[src/rtl/bram_port_arbiter.sv]
// bram_port_arbiter: round-robin sharing of one block-RAM port among NREQ valid/ready requesters
module bram_port_arbiter #(
   parameter int NREQ   = 4,
   parameter int IDW    = 2,
   parameter int AWIDTH = 10,
   parameter int DWIDTH = 32
) (
   input  logic                   clk,
   input  logic                   rst_n,
   input  logic                   hold,
   input  logic [NREQ-1:0]        req_valid,
   output logic [NREQ-1:0]        req_ready,
   input  logic [NREQ-1:0]        req_we,
   input  logic [NREQ*AWIDTH-1:0] req_addr,
   input  logic [NREQ*DWIDTH-1:0] req_wdata,
   output logic                   mem_en,
   output logic                   mem_we,
   output logic [AWIDTH-1:0]      mem_addr,
   output logic [DWIDTH-1:0]      mem_din,
   input  logic [DWIDTH-1:0]      mem_dout,
   output logic                   rsp_valid,
   output logic [IDW-1:0]         rsp_id,
   output logic                   rsp_we,
   output logic [DWIDTH-1:0]      rsp_rdata
);
   if (IDW != $clog2(NREQ)) $error("IDW must equal clog2(NREQ)");
   logic [IDW-1:0] last_id, gnt_id, idx;
   logic gnt;
   // descending scan so the candidate nearest last_id+1 is written last and wins
   always_comb begin
      gnt = 1'b0;
      gnt_id = '0;
      idx = '0;
      for (int k = NREQ; k >= 1; k--) begin
         idx = IDW'((int'(last_id) + k) % NREQ);
         if (req_valid[idx]) begin
            gnt = 1'b1;
            gnt_id = idx;
         end
      end
      if (hold || !rst_n) gnt = 1'b0;
   end
   assign req_ready = gnt ? NREQ'(1) << gnt_id : '0;
   assign mem_en    = gnt;
   assign mem_we    = gnt & req_we[gnt_id];
   assign mem_addr  = gnt ? req_addr[int'(gnt_id)*AWIDTH +: AWIDTH] : '0;
   assign mem_din   = gnt ? req_wdata[int'(gnt_id)*DWIDTH +: DWIDTH] : '0;
   assign rsp_rdata = mem_dout;
   always_ff @(posedge clk or negedge rst_n) begin
      if (!rst_n) begin
         last_id   <= IDW'(NREQ - 1);
         rsp_valid <= 1'b0;
         rsp_id    <= '0;
         rsp_we    <= 1'b0;
      end else begin
         rsp_valid <= gnt;
         if (gnt) begin
            last_id <= gnt_id;
            rsp_id  <= gnt_id;
            rsp_we  <= req_we[gnt_id];
         end
      end
   end
endmodule

[config.mk]
export PLATFORM = sky130hd
export DESIGN_NAME = bram_port_arbiter
export DESIGN_NICKNAME = d
export VERILOG_FILES = /design/src/rtl/bram_port_arbiter.sv
export SDC_FILE = /design/constraint.sdc
export NUM_CORES = 1
export LEC_CHECK = 0
export ABC_CLOCK_PERIOD_IN_PS = 1600
export BUFFER_PORTS_ARGS = -buffer_cell sky130_fd_sc_hd__buf_2
export CAP_MARGIN = 20
export CORE_AREA = 2 2 115 117
export DETAILED_ROUTE_END_ITERATION = 12
export DIE_AREA = 0 0 117 119
export PLACE_DENSITY_LB_ADDON = 0.15
export RECOVER_POWER = 50
export SLEW_MARGIN = 20
export SYNTH_ARGS = -nofsm -noshare
export SYNTH_HDL_FRONTEND = slang
export SYNTH_SLANG_ARGS = --single-unit
[constraint.sdc]
create_clock -name clk -period 1.6 [get_ports clk]
set_input_delay 0.08 -clock clk [delete_from_list [all_inputs] [get_ports clk]]
set_output_delay 0.08 -clock clk [all_outputs]
set_load 0.05 [all_outputs]
# ---- Yosys cells after proc, flatten, opt, wreduce, memory -nomap -nowiden
# Index checks and enable logic that the tools add are counted.
dict set report word_totals {
  out_inout_bits 84
  register_bits 6
  in_bits 211
  elab_cells 42
}
dict set report op_classes {
  mul 1
  add_sub_neg 4
  n_reduce_logical 2
  magnitude_cmp 5
  bitwise 1
  shifts 3
  n_mux 22
}
# op n
set op_table {}
lappend op_table {{indexed part select 128 x 8 -> 32 bit} 1}
lappend op_table {{indexed part select 40 x 7 -> 10 bit} 1}
lappend op_table {{2-to-1 mux 32 bit} 1}
lappend op_table {{< comparator 2 x 3 -> 1 bit (second input constant)} 5}
lappend op_table {{binary-select mux 1 bit (select 2 bit)} 5}
lappend op_table {{2-to-1 mux 1 bit} 10}
lappend op_table {{2-to-1 mux 10 bit} 1}
lappend op_table {{2-to-1 mux 2 bit} 4}
lappend op_table {{multiplier 2 x 3 -> 5 bit (second input constant)} 1}
lappend op_table {{adder 2 x 1 -> 2 bit (second input constant)} 2}
lappend op_table {{adder 2 bit (second input constant)} 2}
lappend op_table {{2-to-1 mux 4 bit} 1}
lappend op_table {{left shift 1 x 2 -> 4 bit (first input constant)} 1}
lappend op_table {{AND 1 bit} 1}
lappend op_table {{zero test 1 bit} 1}
lappend op_table {{logical OR 1 bit} 1}

# ---- Longest topological paths before layout
dict set report depth {
  word_depth 10
  ltp_mapped 8
  ltp_nobuf 6
}

# ---- Worst setup path before layout
# No wires, ideal clock.
dict set report synth_path {
  path_kind {register to output}
  startpoint {register last_id[1]}
  endpoint {output mem_addr[2]}
  required_time_ns 1.520
  n_path_buf 4
  slack_ns -1.138
  t_arrival_ns 2.658
  stages_incl_launch_ff 9
  path_cell_list {dfstp_2 -> buf_6 -> nand3b_1 -> a31oi_4 -> buf_6 -> buf_8 -> buf_4 -> a211oi_1 -> a211oi_1}
}
dict set report synth_between {
  elab_chain_len 10
  word_cells_on_any_way 24
  cone_classes {add/sub: 4; mul: 1; shift: 1; mux: 18}
}
# item line
set synth_lines {}
lappend synth_lines {{from (decl)} 27} ;# logic [IDW-1:0] last_id, gnt_id, idx;
lappend synth_lines {{from (signal assigned)} 51} ;# last_id <= IDW'(NREQ - 1);
lappend synth_lines {{from (signal assigned)} 58} ;# last_id <= gnt_id;
lappend synth_lines {{adder 2 x 1 -> 2 bit} 35} ;# idx = IDW'((int'(last_id) + k) % NREQ);
lappend synth_lines {{binary-select mux 1 bit (select 2 bit)} 36} ;# if (req_valid[idx]) begin
lappend synth_lines {{2-to-1 mux 1 bit (not written as such)} 36}
lappend synth_lines {{2-to-1 mux 2 bit (4 in a row)} 36}
lappend synth_lines {{multiplier 2 x 3 -> 5 bit} 46} ;# assign mem_addr = gnt ? req_addr[int'(gnt_id)*AWIDTH +: AWIDTH] : '0;
lappend synth_lines {{indexed part select 40 x 7 -> 10 bit} 46}
lappend synth_lines {{2-to-1 mux 10 bit *} 46}
lappend synth_lines {{to (decl)} 18} ;# output logic [AWIDTH-1:0] mem_addr,
# Mark *: on every way between the ends. The rest lies on a longest branch, timed or not. The select of a mux whose other input is x is not followed.

# ---- Final worst setup path
dict set report layout_path {
  startpoint {register last_id[1]}
  endpoint {output mem_din[31]}
}
dict set report layout_between {
  elab_chain_len 9
  word_cells_on_any_way 23
  cone_classes {add/sub: 4; shift: 1; mux: 18}
}
# item line
set layout_lines {}
lappend layout_lines {{adder 2 x 1 -> 2 bit} 35}
lappend layout_lines {{binary-select mux 1 bit (select 2 bit)} 36}
lappend layout_lines {{2-to-1 mux 1 bit (not written as such)} 36}
lappend layout_lines {{2-to-1 mux 2 bit / 2-to-1 mux 1 bit (equally long branches) (4 in a row)} 36}
lappend layout_lines {{indexed part select 128 x 8 -> 32 bit / 2-to-1 mux 1 bit (equally long branches)} {47, 41}}
lappend layout_lines {{2-to-1 mux 32 bit *} 47} ;# assign mem_din = gnt ? req_wdata[int'(gnt_id)*DWIDTH +: DWIDTH] : '0;
lappend layout_lines {{to (decl)} 19} ;# output logic [DWIDTH-1:0] mem_din,
# Marks and branches as above.

==> out/metrics.yaml <==
routing:
  firstDrtPassIters: 4
  drt.antenna.violating_nets: 0
  viasPerCell: 4.26
  wl_um: 10800
  vias: 3046
  routedWlPerCell_um: 15.2
  post-route-drc-count: 0
  first_iter_violations: 30
layout:
  n_fill_cell: 1275
  fin_nets: 751
  diodes: 0
  final_layout_size_suffix_gt1_share_pct: 83.7
  area_growth_pct: 133
  multi_input_area_um2: 2440
  final_core_util_pct: 42.3
  regArea_um2: 153
cts:
  numClockSinks: 6
  cts_buffers: 3
  cts_buffer_depth: 2
  htreeDepth: 1
  path_clk_slew_ns: 0.03
  cts_root_buf: "clkbuf_16"
  clk_latency_ns: 0.23
  cts_tree: "done"
synth:
  synth_seq_cells: 6
  synth_nets: 479
  yosysWarningCount: 0
  synth_top_family_by_area: "compound AO/OA/AOI/OAI gates"
  synth_simple_gate_area_share_pct: 15.7
  synth-compound-area-share_pct: 37.2
  ys_seq_area_share_pct: 6.54
  netlist_area_um2: 2330
  synth-xor-area-share_pct: 0
  avgSynthCellArea_um2: 8.71
  synthMuxAreaShare_pct: 20.3
  yosysUniqueCellTypes: 25
  syn_inst: 268
  synthAdderAreaFrac_pct: 0
timing:
  hold_viol_final: 0
  slew_violations: 0
  fin_crit_sh_pct: 145
  finalCriticalPeriod_ns: 2.32
  fmax_mhz: 430
  fin_ws_ns: -0.724
  setup-violations-final: 52
  slew_headroom_pct: 77.1
  worstMarginPinSlew_ns: 0.334
  setup_tns_ns: -30.39
  rsz0062_at_grt: "true"
  finClkSkew_ns: 0.00185
global_route:
  grt_usage_pct: 14.7
  grt_max_degree: 26
  grt_pass1_vias: 3212
  grt_pass1_wl_um: 16200
  grt_overflow_total: 0
  grt_antenna_before_repair: 0
critical_path:
  critPathMaxStageDelay_ns: 0.55
  crit_chain: "buf_4 -> nand2b_4 -> a31oi_4 -> buf_12 -> buf_12 -> buf_4 -> mux2i_2 -> a211oi_4 -> buf_12"
  cp.arrival_ns: 2.24
  start_kind: "flip-flop"
  crit_fanout: 16
  required_ns: 1.52
  crit_path_end_kind: "output port"
  crit_top_cell: "buf_12"
  crit_slowest_cell: "dfstp_2"
  criticalPathCategory: "flip-flop to output port"
outcome:
  status: "complete, but fails checks"
  failed_checks: "negative setup slack"
die:
  core_area_um2: 12900
  rows: 42
  io_pins: 295
  die_area_um2: 13900
  start_util_pct: 18.1
  fp.dieH_um: 119
  fp.dieW_um: 117
place:
  dpl.hpwl_um: 7940
  io_buffers: 230
  gp_congestion: 0.740
  place_ws_ns: -0.555
power:
  ir_drop_mv: 0.669
  power.density_nw_per_um2: 1040
  power_leakage_nw: 2.31
worst_hold_path:
  min_path_type: "input port to output port"
run:
  drv_cap: 0
critical path: cells and delay by family (launching register included):
kind | cells | cell delay, ns
AO/OA/AOI/OAI | 2 | 0.42
multiplexers | 1 | 0.16
buffers and inverters | 5 | 0.76
flip-flops | 1 | 0.55
AND/OR/NAND/NOR | 1 | 0.11
stage by stage:
step / power, mW / cells / cell area (um^2) / hold slack [ns]
floorplan: 3.21 / 268 / 2900 / -0.216
global placement: 4.22 / 696 / 4550 / 0.00721
detailed placement: 4.24 / 696 / 4550 / 0.00773
CTS: 5.47 / 710 / 5270 / 0.160
global route: 5.96 / 715 / 5450 / 0.160
finish: 5.64 / 715 / 5450 / 0.160
where the power goes:
part / internal, mW / total (mW) / switching [mW]
clock: 0.331 / 0.423 / 0.0915
combinational: 2.44 / 4.98 / 2.53
sequential: 0.207 / 0.241 / 0.0347
total: 2.98 / 5.64 / 2.66
Yosys cell counts:
library cell,number,area [um^2]
a211oi_1,48,360
a211oi_2,36,450
a21o_1,1,7.51
a21oi_1,1,5.00
a31oi_4,1,21.3
and3_1,1,6.26
buf_12,3,60.1
buf_2,13,65.1
buf_4,34,255
buf_6,3,33.8
buf_8,2,30.0
clkbuf_1,7,26.3
dfrtp_1,4,100
dfstp_2,2,52.6
inv_1,1,3.75
mux2_2,2,22.5
mux2i_1,45,450
nand2_1,9,33.8
nand2b_1,1,6.26
nand2b_4,1,13.8
nand3b_1,2,15.0
nor2_1,4,15.0
nor2b_1,44,275
o221ai_1,2,17.5
o22ai_1,1,6.26
placed cells by master (no fill, tap or decap), types with 2 or more instances in the layout:
| cell type | count |
|---|---|
| nand3b_1 | 2 |
| nand2_1 | 6 |
| a211oi_2 | 14 |
| dfrtp_1 | 4 |
| nand2b_4 | 2 |
| buf_4 | 64 |
| clkbuf_16 | 5 |
| buf_8 | 4 |
| nor2b_2 | 6 |
| mux2i_2 | 32 |
| buf_6 | 58 |
| nor2b_4 | 3 |
| buf_16 | 5 |
| nand2_2 | 2 |
| nor2b_1 | 35 |
| mux2i_1 | 10 |
| nor2_1 | 2 |
| a211oi_1 | 25 |
| buf_12 | 12 |
| a211oi_4 | 45 |
| mux2i_4 | 3 |
| buf_2 | 183 |
| nor2_4 | 2 |
| dfstp_2 | 2 |
metal layers:
| metal | GRT usage [%] | vias to the layer above | routed length, um |
|---|---|---|---|
| li1 | - | 1481 | - |
| met1 | 15.8 | 1416 | 3920 |
| met2 | 29.4 | 133 | 6030 |
| met3 | 2.44 | 16 | 777 |
| met4 | 2.57 | 0 | 106 |
| met5 | 0 | - | 0 |
state kept, by name, indices dropped and copies added (netlist names):
name and count:
last_id 2, rsp_we 1, rsp_valid 1, rsp_id 2
area by class of cell:
| type | instances | share of cell area, % |
|---|---|---|
| timing repair buffer | 329 | 46.8 |
| multi-input combinational | 199 | 44.9 |
| tap | 176 | 4.04 |
| sequential | 6 | 2.80 |
| clock buffer | 4 | 1.45 |
| inverter | 1 | 0.0689 |
worst paths after layout:
kind | startpoint | to | slack, ns | cells past startpoint
max in group asynchronous | rst_n | last_id[1] | 1.09 | 3
worst min register to register | rsp_id[1] | rsp_id[1] | 0.49 | 2
min in group asynchronous | rst_n | rsp_valid | 0.31 | 3
worst min-delay path | mem_dout[13] | rsp_rdata[13] | 0.16 | 0
worst max-delay path | last_id[1] | mem_din[31] | -0.72 | 9
worst max register to register | last_id[1] | rsp_we | -0.39 | 7
what timing repair did:
item | CTS | global route
pin swaps | 7 | 12
setup endpoints to repair | 52 | 53
buffers inserted | 3 | 4
hold buffers | 1 | 0
resized for setup | 125 | 34
gates cloned | 6 | 2
hold endpoints to repair | 6 | 0
logic make-up (layout without fill, tap and decap cells):
logic type	count (synthesis)	after routing
buf+inv	63	334
flops	6	6
simple gates	62	62
compound gates	90	90
mux	47	47
Power figures use the tool's default switching activity.
